--- config.mk ---
export PLATFORM = sky130hd
export DESIGN_NAME = button_events
export DESIGN_NICKNAME = d
export VERILOG_FILES = /design/src/rtl/ui_pkg.sv /design/src/rtl/hold_timer.sv /design/src/rtl/button_events.sv
export SDC_FILE = /design/constraint.sdc
export NUM_CORES = 1
export LEC_CHECK = 0
export ABC_AREA = 1
export CAP_MARGIN = 10
export CORE_ASPECT_RATIO = 0.7
export CORE_MARGIN = 5
export CORE_UTILIZATION = 56
export CTS_BUF_LIST = sky130_fd_sc_hd__clkbuf_16
export CTS_CLUSTER_DIAMETER = 120
export CTS_CLUSTER_SIZE = 12
export DETAILED_ROUTE_END_ITERATION = 10
export GPL_ROUTABILITY_DRIVEN = 0
export PLACE_DENSITY_LB_ADDON = 0.1
export SLEW_MARGIN = 20
export SYNTH_ARGS = -nofsm -noshare
export SYNTH_HDL_FRONTEND = slang
export SYNTH_HIERARCHICAL = 1
export SYNTH_SLANG_ARGS = --single-unit
--- constraint.sdc ---
create_clock -name clk -period 2.5 [get_ports clk]
set_clock_uncertainty 0.1 [all_clocks]
set_input_delay 0.25 -clock clk [delete_from_list [all_inputs] [get_ports clk]]
set_output_delay 0.25 -clock clk [all_outputs]
set_load 0.005 [all_outputs]
--- src/rtl/ui_pkg.sv ---
// Shared UI definitions for the front-panel button event logic:
// FSM state encoding and the default hold/repeat timings.
package ui_pkg;

  typedef logic [1:0] state_t;

  localparam state_t IDLE    = 2'd0;
  localparam state_t PRESSED = 2'd1;
  localparam state_t REPEAT  = 2'd2;

  // Every button on the panel uses these timings.
  localparam int unsigned CLK_HZ         = 24_000_000;
  localparam int unsigned LONG_DEFAULT   = CLK_HZ / 2;
  localparam int unsigned REPEAT_DEFAULT = CLK_HZ / 8;

  function automatic int unsigned max_u(
    input int unsigned a,
    input int unsigned b
  );
    return (a > b) ? a : b;
  endfunction

endpackage

--- src/rtl/hold_timer.sv ---
// Saturating hold counter; done is a combinational compare to terminal.
// Ports: clk, reset, clear, terminal (compare value), done.
module hold_timer #(
  parameter int unsigned W = 4
) (
  input  logic         clk,
  input  logic         reset,
  input  logic         clear,
  input  logic [W-1:0] terminal,
  output logic         done
);

  logic [W-1:0] count;

  assign done = (count == terminal);

  // Holds at terminal instead of wrapping.
  always_ff @(posedge clk) begin
    if (reset || clear) begin
      count <= '0;
    end else if (!done) begin
      count <= count + W'(1);
    end
  end

endmodule

--- src/rtl/button_events.sv ---
// Turns the debounced button level into press/release/long/step pulses.
// Ports: clk, reset, debounced in; press, released, long_press, step, held out.
import ui_pkg::*;

module button_events #(
  parameter int unsigned LONG_CYCLES   = LONG_DEFAULT,
  parameter int unsigned REPEAT_CYCLES = REPEAT_DEFAULT
) (
  input  logic clk,
  input  logic reset,
  input  logic debounced,
  output logic press,
  output logic released,
  output logic long_press,
  output logic step,
  output logic held
);

  localparam int unsigned TW =
    $clog2(max_u(LONG_CYCLES, REPEAT_CYCLES));
  localparam logic [TW-1:0] LONG_T = TW'(LONG_CYCLES - 1);
  localparam logic [TW-1:0] REP_T  = TW'(REPEAT_CYCLES - 1);

  state_t        state;
  state_t        state_d;
  logic          prev;
  logic          rise;
  logic          fall;
  logic          active;
  logic          clear;
  logic          done;
  logic [TW-1:0] terminal;
  logic          press_d;
  logic          rel_d;
  logic          long_d;
  logic          step_d;

  assign rise   = debounced & ~prev;
  assign fall   = ~debounced & prev;
  assign active = (state == PRESSED) || (state == REPEAT);

  hold_timer #(
    .W(TW)
  ) u_timer (
    .clk     (clk),
    .reset   (reset),
    .clear   (clear),
    .terminal(terminal),
    .done    (done)
  );

  // prev resets high so a button held through reset needs a fresh press.
  always_ff @(posedge clk) begin
    if (reset) begin
      state      <= IDLE;
      prev       <= 1'b1;
      press      <= 1'b0;
      released   <= 1'b0;
      long_press <= 1'b0;
      step       <= 1'b0;
      held       <= 1'b0;
    end else begin
      state      <= state_d;
      prev       <= debounced;
      press      <= press_d;
      released   <= rel_d;
      long_press <= long_d;
      step       <= step_d;
      held       <= (state_d != IDLE);
    end
  end

  always_comb begin
    state_d = state;
    case (state)
      IDLE: begin
        if (rise) state_d = PRESSED;
      end
      PRESSED: begin
        if (fall)      state_d = IDLE;
        else if (done) state_d = REPEAT;
      end
      REPEAT: begin
        if (fall) state_d = IDLE;
      end
      default: state_d = IDLE;
    endcase
  end

  // A fall masks any terminal-count event in the same cycle.
  always_comb begin
    press_d  = (state == IDLE) && rise;
    rel_d    = active && fall;
    long_d   = (state == PRESSED) && !fall && done;
    step_d   = press_d || long_d
            || ((state == REPEAT) && !fall && done);
    clear    = (state == IDLE) || (active && !fall && done);
    terminal = (state == REPEAT) ? REP_T : LONG_T;
  end

endmodule

## Yosys cells after proc, flatten, opt, wreduce, memory -nomap -nowiden

Index checks and enable logic that the tools add are counted.
W data, S select, Z words.

| word-level totals | value |
|---|---|
| register bits | 32 |
| bits of input ports | 3 |
| output and inout port bits | 5 |

| operators by class | value |
|---|---|
| add/subtract/negate cells | 1 |
| equal/unequal tests | 3 |
| muxes and demuxes | 6 |
| bitwise operators | 4 |
| reduce and logical (&&, ||, !) cells | 16 |

Operators with widths:

| operator | count |
|---|---|
| $add A24 B1 Y24 const B | 1 |
| $eq A24 B24 Y1 | 1 |
| $mux W24 | 1 |
| $logic_and A1 B1 Y1 | 8 |
| $mux W2 | 4 |
| $pmux W2 S3 | 1 |
| $logic_or A1 B1 Y1 | 5 |
| $and A1 B1 Y1 | 2 |
| $eq A2 B1 Y1 const B | 1 |
| $eq A2 B2 Y1 const B | 1 |
| $logic_not A2 Y1 | 1 |
| $not A1 Y1 | 2 |
| $reduce_bool A2 Y1 | 1 |
| $logic_not A1 Y1 | 1 |

## Logic depth before layout (Yosys ltp)

| depth | value |
|---|---|
| depth in word-level cells | 7 |
| gate-level depth with buffers | 19 |
| gate-level depth less buffers | 18 |

## By module

Netlist, hierarchy kept.

By module, submodules not included:

| module | times used | cells an instance | area each (um^2) | sequential area each (um^2) |
|---|---|---|---|---|
| hold_timer | 1 | 435 | 2313.5 | 480.5 |
| button_events | 1 | 60 | 445.4 | 160.2 |

## Worst setup path before layout

No wires, ideal clock.

| path | value |
|---|---|
| path type | flip-flop to flip-flop |
| start point | register state[0] |
| end point | register u_timer.count[0] |
| data arrival time | 2237 ps |
| required time | 2336 ps |
| setup slack | 99 ps |
| cell stages (with the launch flop) | 20 |
| path buffers | 2 |
| period minus slack after synthesis | 2401 ps |
| cells stage by stage | dfxtp_1 inv_1 ha_1 inv_1 inv_1 nand2_1 nand2_1 nand2_1 inv_1 nand2_1 nor2_2 nand3_2 buf_6 inv_1 nand3_1 nand2_1 nor2_1 buf_6 nand2_1 nor2_1 |

| on the way | value |
|---|---|
| word-level cells in the longest chain between the ends | 6 |
| elaborated cells between the ends (all ways) | 10 |
| those cells by class | 3 x eq/ne; 1 x mux; 6 x reduce/logical |

Ends and longest elaborated chain:

| what | line | text |
|---|---|---|
| start, declared | button_events.sv:24 | `state_t state;` |
| start signal, assigned | button_events.sv:63 | `state <= state_d;` |
| $eq A2 B2 Y1 | button_events.sv:98 | `terminal = (state == REPEAT) ? REP_T : LONG_T;` |
| $mux W24 | button_events.sv:98 |  |
| named net terminal[11] | button_events.sv:32 | `logic [TW-1:0] terminal;` |
| $eq A24 B24 Y1 | hold_timer.sv:15 | `assign done = (count == terminal);` |
| named net done | button_events.sv:31 | `logic done;` |
| $logic_and A1 B1 Y1 | button_events.sv:97 | `clear = (state == IDLE) \|\| (active && !fall && done);` |
| $logic_or A1 B1 Y1 | button_events.sv:97 |  |
| named net clear | button_events.sv:30 | `logic clear;` |
| $logic_or A1 B1 Y1 | hold_timer.sv:19 | `if (reset \|\| clear) begin` |
| end signal, assigned | hold_timer.sv:22 | `count <= count + W'(1);` |
| end, declared | hold_timer.sv:13 | `logic [W-1:0] count;` |

The timed path passes the listed nets, and every way through them passes these cells.
A chain may end at the register's enable or synchronous reset.

## Final worst setup path

| path | value |
|---|---|
| start point | register state[1] |
| end point | register u_timer.count[21] |

Same word-level chain as after synthesis.

==> flow_metrics.py <==
metrics = {
    "cts": {
        "clkSlewWorstSetupHoldPaths_ns": 0.05,
        "cts_tree": "done",
        "clock-sinks": 32,
        "clock_latency_ns": 0.27,
        "htreeDepth": 2,
        "cts-root-to-sink-buffers": 2,
        "cts_setup_buffers": 0,
        "cts-root-buf": "clkbuf_16",
        "cts_buffers": 5,
    },
    "setup_path": {
        "cp.required_ns": 2.57,
        "cp-end-kind": "flop",
        "crit_fanout": 11,
        "cp.arrival_ns": 2.37,
        "worstSetupStartpoint": "state[1]",
        "crit_top_cell": "nand2_1",
        "reg2reg_from": "state[1]",
        "crit_type": "reg2reg",
        "worstPathCellList": "ha_2 -> inv_1 -> nand2_1 -> nand2_1 -> nor2_1 -> nand2_1 -> nor2_2 -> nand3_2 -> inv_1 -> nand3_1 -> nand2_1 -> nor2_4 -> buf_4 -> nand2_1 -> nor2_1",
        "slowest_delay_ns": 0.43,
        "slowest_stage": "dfxtp_1",
        "cp-start-kind": "flop",
    },
    "sta": {
        "min_period_ns": 2.30,
        "worst_slack_ns": 0.198,
        "holdWs_ns": 0.410,
        "finalSetupTns_ns": 0,
        "timing.final.max_slew_violations": 0,
        "clock.fmax_mhz": 434,
        "rsz0062_at_grt": "false",
        "hold_violations": 0,
        "final.period_utilization": 0.921,
        "setup_viol": 0,
    },
    "logic_synthesis": {
        "synthMuxAreaShare": 0,
        "synth_area_sq_mm": 0.00276,
        "synth_seq_cells": 32,
        "synth-simple-area-share": 0.476,
        "synth-compound-area-share": 0.00862,
        "postSynthCellCount": 495,
        "yosysSeqAreaShare": 0.232,
        "ys_warn_count": 6,
        "yosysTopAreaCell": "nand2_1",
        "synth_top_family_by_area": "simple AND/OR/NAND/NOR gates",
        "synth.top_cell.area_share": 0.259,
        "ys_top_cells_by_area": "nand2_1, dfxtp_1, inv_1",
        "synth_cell_type_count": 24,
        "synth_fa_ha_area_frac": 0.0317,
        "synth.avg_cell_area_sq_um": 5.57,
        "synthXorXnorAreaFrac": 0.0667,
    },
    "route": {
        "firstDrtPassIters": 4,
        "vias": 2676,
        "vias_per_cell": 4.40,
        "wl_um": 6240,
        "wl_per_cell_um": 10.3,
        "ant_nets": 0,
        "drt_iter0_drc": 226,
        "drcViolationCount": 0,
    },
    "final_layout": {
        "syn_to_final_growth_pct": 15.1,
        "drive_above_1_share": 0.0909,
        "diodes": 0,
        "fin_area_sq_mm": 0.00318,
        "fin_nets": 548,
        "regArea_sq_um": 641,
        "fill_cells": 469,
        "final_core_util": 0.664,
        "stdcell_count": 608,
        "multi_input_area_sq_mm": 0.00174,
    },
    "floorplanning": {
        "die_x_um": 93.9,
        "dieArea_sq_mm": 0.00645,
        "ioPinCount": 8,
        "rows": 21,
        "coreArea_sq_mm": 0.00478,
        "fp.dieH_um": 68.7,
        "initial_core_util": 0.577,
    },
    "pwr": {
        "ir_drop_mv": 0.294,
        "power.switching_mw": 0.271,
        "intPower_mw": 0.907,
        "pwr-share-comb": 0.066,
        "powerDensity_mw_per_mm2": 371,
        "p_leak_nw": 1.68,
        "report.power.total_mw": 1.18,
        "seqPwrFrac": 0.440,
        "pwr-share-clk": 0.494,
        "p_sw_frac": 0.230,
    },
    "job": {
        "cap_violations": 0,
    },
    "placed_design": {
        "place_inst": 599,
        "dpl-instance-area_sq_mm": 0.00300,
        "dp_slack_ns": -0.127,
        "port_buffers": 7,
        "detailed_place_hpwl_um": 4610,
    },
    "grt": {
        "grt_pass1_vias": 2385,
        "grt_pass1_wl_um": 10900,
        "grt.overflow.total": 0,
        "grt_max_degree": 30,
        "track_usage": 0.213,
        "antenna_found_initial": 0,
    },
    "worst_hold_path": {
        "hp-class": "reg2reg",
        "worstHoldStart": "prev",
    },
    "run_status": {
        "status": "complete, no violations",
    },
}
## layout make-up
class	count	area share
tap	69	0.0272
timing repair inverter	1	0.00236
multi-input combinational	374	0.549
timing repair buffer	16	0.0473
clock buffer	5	0.0394
inverter	108	0.129
sequential	32	0.202
clock inverter	3	0.00433
## state kept, by name, indices dropped and copies added (netlist names)
signal,flops
held,1
long_press,1
press,1
prev,1
released,1
state,2
step,1
u_timer/count,24
## synthesized netlist by cell type
master and n:
a21oi_2 1, buf_6 7, clkbuf_2 1, clkbuf_8 1, clkinv_1 2, conb_1 2, dfxtp_1 32, ha_1 7
inv_1 98, inv_2 8, nand2_1 190, nand2_2 6, nand2_4 1, nand3_1 38, nand3_2 3, nand4_1 2
nor2_1 61, nor2_2 5, nor2_4 4, nor3_1 1, nor3b_1 1, o21ai_0 3, xnor2_1 5, xor2_1 16
## critical path, delay by kind of cell, from the launching register on
family	cells	cell delay [ns]
buffers and inverters	3	0.37
flip-flops	1	0.43
AND/OR/NAND/NOR	11	0.92
adder cells (fa/ha/maj)	1	0.38
## power groups by stage
stage	clock [mW]	combinational (mW)	sequential (mW)
after detailed placement	0	0.0750	0.529
after global placement	0	0.0745	0.528
after floorplan	0	0.0542	0.529
after CTS	0.596	0.0757	0.518
after global routing	0.622	0.0919	0.518
final	0.582	0.0782	0.518
## metal layers
layer / vias to the layer above / track usage / share of wire
met3: 4 / 0.0445 / 0.072
li1: 1485 / - / -
met1: 1113 / 0.301 / 0.51
met2: 74 / 0.341 / 0.41
met4: 0 / 0.0378 / 0.0027
met5: - / 0 / 0
## cell usage in the layout (no fill, tap or decap)
master             n
nand2_1          190
inv_1             97
nor2_1            60
nand3_1           38
dfxtp_1           32
conb_1            30
xor2_1            16
inv_2              8
buf_4              8
clkdlybuf4s50_1    7
nand2_2            6
nor2_2             5
ha_1               5
clkbuf_16          5
xnor2_1            5
nor2_4             5
clkinv_1           3
nand3_2            3
o21ai_0            3
clkinvlp_4         2
nand4_1            2
clkinv_2           2
nand2_4            1
a21oi_2            1
ha_4               1
ha_2               1
nor3_1             1
nor3b_1            1
buf_12             1
## path summary, 6_finish.rpt
check        slack (ns)           endpoint  depth (start not counted)
max                0.20  u_timer/count[21]                         15
min                0.41           released                          2
max reg2reg        0.20  u_timer/count[21]                         15
min reg2reg        0.41           released                          2
## cells by family after synthesis
logic type,Yosys count
buffers and inverters,117
adders and majority gates,7
other,2
xor gates and xnor gates,21
AOI/OAI and AO/OA,4
and+or+nand+nor,312
DFF,32
## what timing repair did
item | CTS | global route
hold buffers | 0 | 0
cloned | 0 | 1
resized for setup | 1 | 6
pin swaps | 0 | 0
setup endpoints to repair | 18 | 18
No activity file was read; power rests on OpenSTA's default activity.
==> RTL edit: new RTL, same settings <==
The package constant `CLK_HZ` goes from 24_000_000 to 48_000_000.
--- a/src/rtl/ui_pkg.sv
+++ b/src/rtl/ui_pkg.sv
@@ -11,3 +11,3 @@
   // Every button on the panel uses these timings.
-  localparam int unsigned CLK_HZ         = 24_000_000;
+  localparam int unsigned CLK_HZ         = 48_000_000;
   localparam int unsigned LONG_DEFAULT   = CLK_HZ / 2;
Formal check against the unedited RTL: no difference found for any inputs over 10 cycles, from zero or initial values and one cycle with reset high; that may be too few to reach the edited logic, so the function may still have changed.
==> RTL edit against the original RTL <==
- critical path type unchanged
- synthesized cell count shrank 7.3%
- largest power group unchanged
- synthesized area decreased by 4.6%
- sequential cell count rose by 1
- total power rose by 1.9%
- cell area decreased by 4.9%
- hold slack gained 0.025 ns
- routed wire length is 3.7% higher
- setup slack lost 0.017 ns
- highest routed layer unchanged
==> RTL edit: results (changes against the original RTL) <==
[status]
outcome=complete, no violations

[final_layout]
nFillCells=400  ; -15%
top_regs=u_timer/count x25, state x2
drive_gt1_frac=0.0968  ; +0.00587
nNetsFinal=505  ; -7.8%

[pwr]
leakagePower_nw=1.36  ; -19%
netSwitchingPower_mw=0.280  ; +3.3%
vdd_drop_max_mv=0.278  ; -5.5%

[global_routing]
grt.total_usage=0.219  ; +0.00616
grt_max_degree=22  ; -27%
grt_first_pass_wirelength_um=10700  ; -1.0%
grt_pass1_vias=2328  ; -2.4%

[detailed_routing]
drt_pre_antenna_iters=4  ; unchanged
drt-total-wl_um=6470  ; +3.7%
routed_via_density=4.81  ; +9.4%
drt_iter0_drc=255  ; +13%

[critical_path]
r2r_cells=17  ; +2
ff2ff_setup_slack_ns=0.18  ; -0.02 ns
timing.rr.end=held
arrival_ns=2.44  ; +0.07 ns
crit_fanout=9  ; -2
cp_slowest_stage_delay_ns=0.36  ; -0.07 ns
r2r-start=state[0]
crit_path_top_delay_cell=ha_2

[place]
dpl.hpwl_um=4680  ; +1.3%

[clocking]
cts.htree.levels=2  ; unchanged
cts_max_path_buffers=2  ; unchanged

[timing]
final-setup-viol-count=0  ; unchanged

[yosys]
synth.area.top_cells=dfxtp_1, nand2_1, nor2_1
synthTopCellsByCount=nand2_1, nor2_1, inv_1, nand3_1, dfxtp_1
async_flop_share=0  ; unchanged
yosysSeqAreaShare=0.251  ; +0.0189

[min_path]
hp-class=reg -> reg

## RTL edit: area by class of cell
cell class                 count  share of cell area
multi-input combinational    361               0.569
timing repair buffer          15              0.0431
inverter                      78              0.0982
tap                           55              0.0228
timing repair inverter         1             0.00249
sequential                    33               0.219
clock buffer                   5              0.0414
clock inverter                 3             0.00414
## RTL edit: worst max-delay path: cells and delay by family, from the launching register on
family / cells / cell delay [ns]
and+or+nand+nor: 12 / 0.96
adders and majority gates: 1 / 0.36
buffers and inverters: 4 / 0.50
DFF: 1 / 0.33
## RTL edit: how the worst max path moves through the flow
stage / start / to / slack [ns] / cells after the start
6_report: state[0] / held / 0.18 / 17
3_3_place_gp: state[0] / held / 0.13 / 17
3_5_place_dp: state[0] / u_timer/count[8] / 0.07 / 17
5_1_grt: state[0] / held / 0.02 / 17
2_1_floorplan: state[0] / u_timer/count[19] / 0.04 / 19
4_1_cts: state[0] / u_timer/count[23] / 0.04 / 17
## RTL edit: power by group through the flow
stage          Combinational (mW)  Clock (mW)  Sequential, mW
3_5_place_dp               0.0756           0           0.545
5_1_grt                    0.0895       0.631           0.534
4_1_cts                    0.0760       0.599           0.534
6_report                   0.0772       0.589           0.534
3_3_place_gp               0.0750           0           0.545
2_1_floorplan              0.0551           0           0.545
## RTL edit: through the flow
step	area, um2	util	hold WS (ns)	instances	setup WS, ns
after CTS	2990	0.676	0.430	550	0.0407
after floorplan	2720	-	0.268	482	0.0424
after global routing	3020	0.682	0.473	551	0.0183
final	3020	0.682	0.436	551	0.181
after detailed placement	2860	0.645	0.409	542	0.0684
after global placement	2860	0.645	0.404	542	0.130
## RTL edit: what timing repair did
item	CTS	global route
endpoints found under the hold margin	0	0
setup endpoints to repair	0	30
gates resized for setup	0	5
hold buffers	0	0
## RTL edit: logic make-up (layout without fill, tap and decap cells)
| family | Yosys count | count (layout) | synth area share |
|---|---|---|---|
| AO/OA/AOI/OAI | 4 | 4 | 0.0105 |
| XOR/XNOR | 30 | 30 | 0.0999 |
| adder cells (fa/ha/maj) | 7 | 7 | 0.0333 |
| buffers and inverters | 88 | 102 | 0.134 |
| flip-flops | 33 | 33 | 0.251 |
| other | 2 | 25 | 0.00285 |
| AND/OR/NAND/NOR | 295 | 295 | 0.468 |
## RTL edit: per-layer routing
| metal | vias up | global-route usage | wire length [um] |
|---|---|---|---|
| met5 | - | 0 | 0 |
| li1 | 1407 | - | - |
| met2 | 86 | 0.350 | 2800 |
| met4 | 0 | 0.0519 | 59 |
| met3 | 10 | 0.0434 | 403 |
| met1 | 1150 | 0.308 | 3200 |
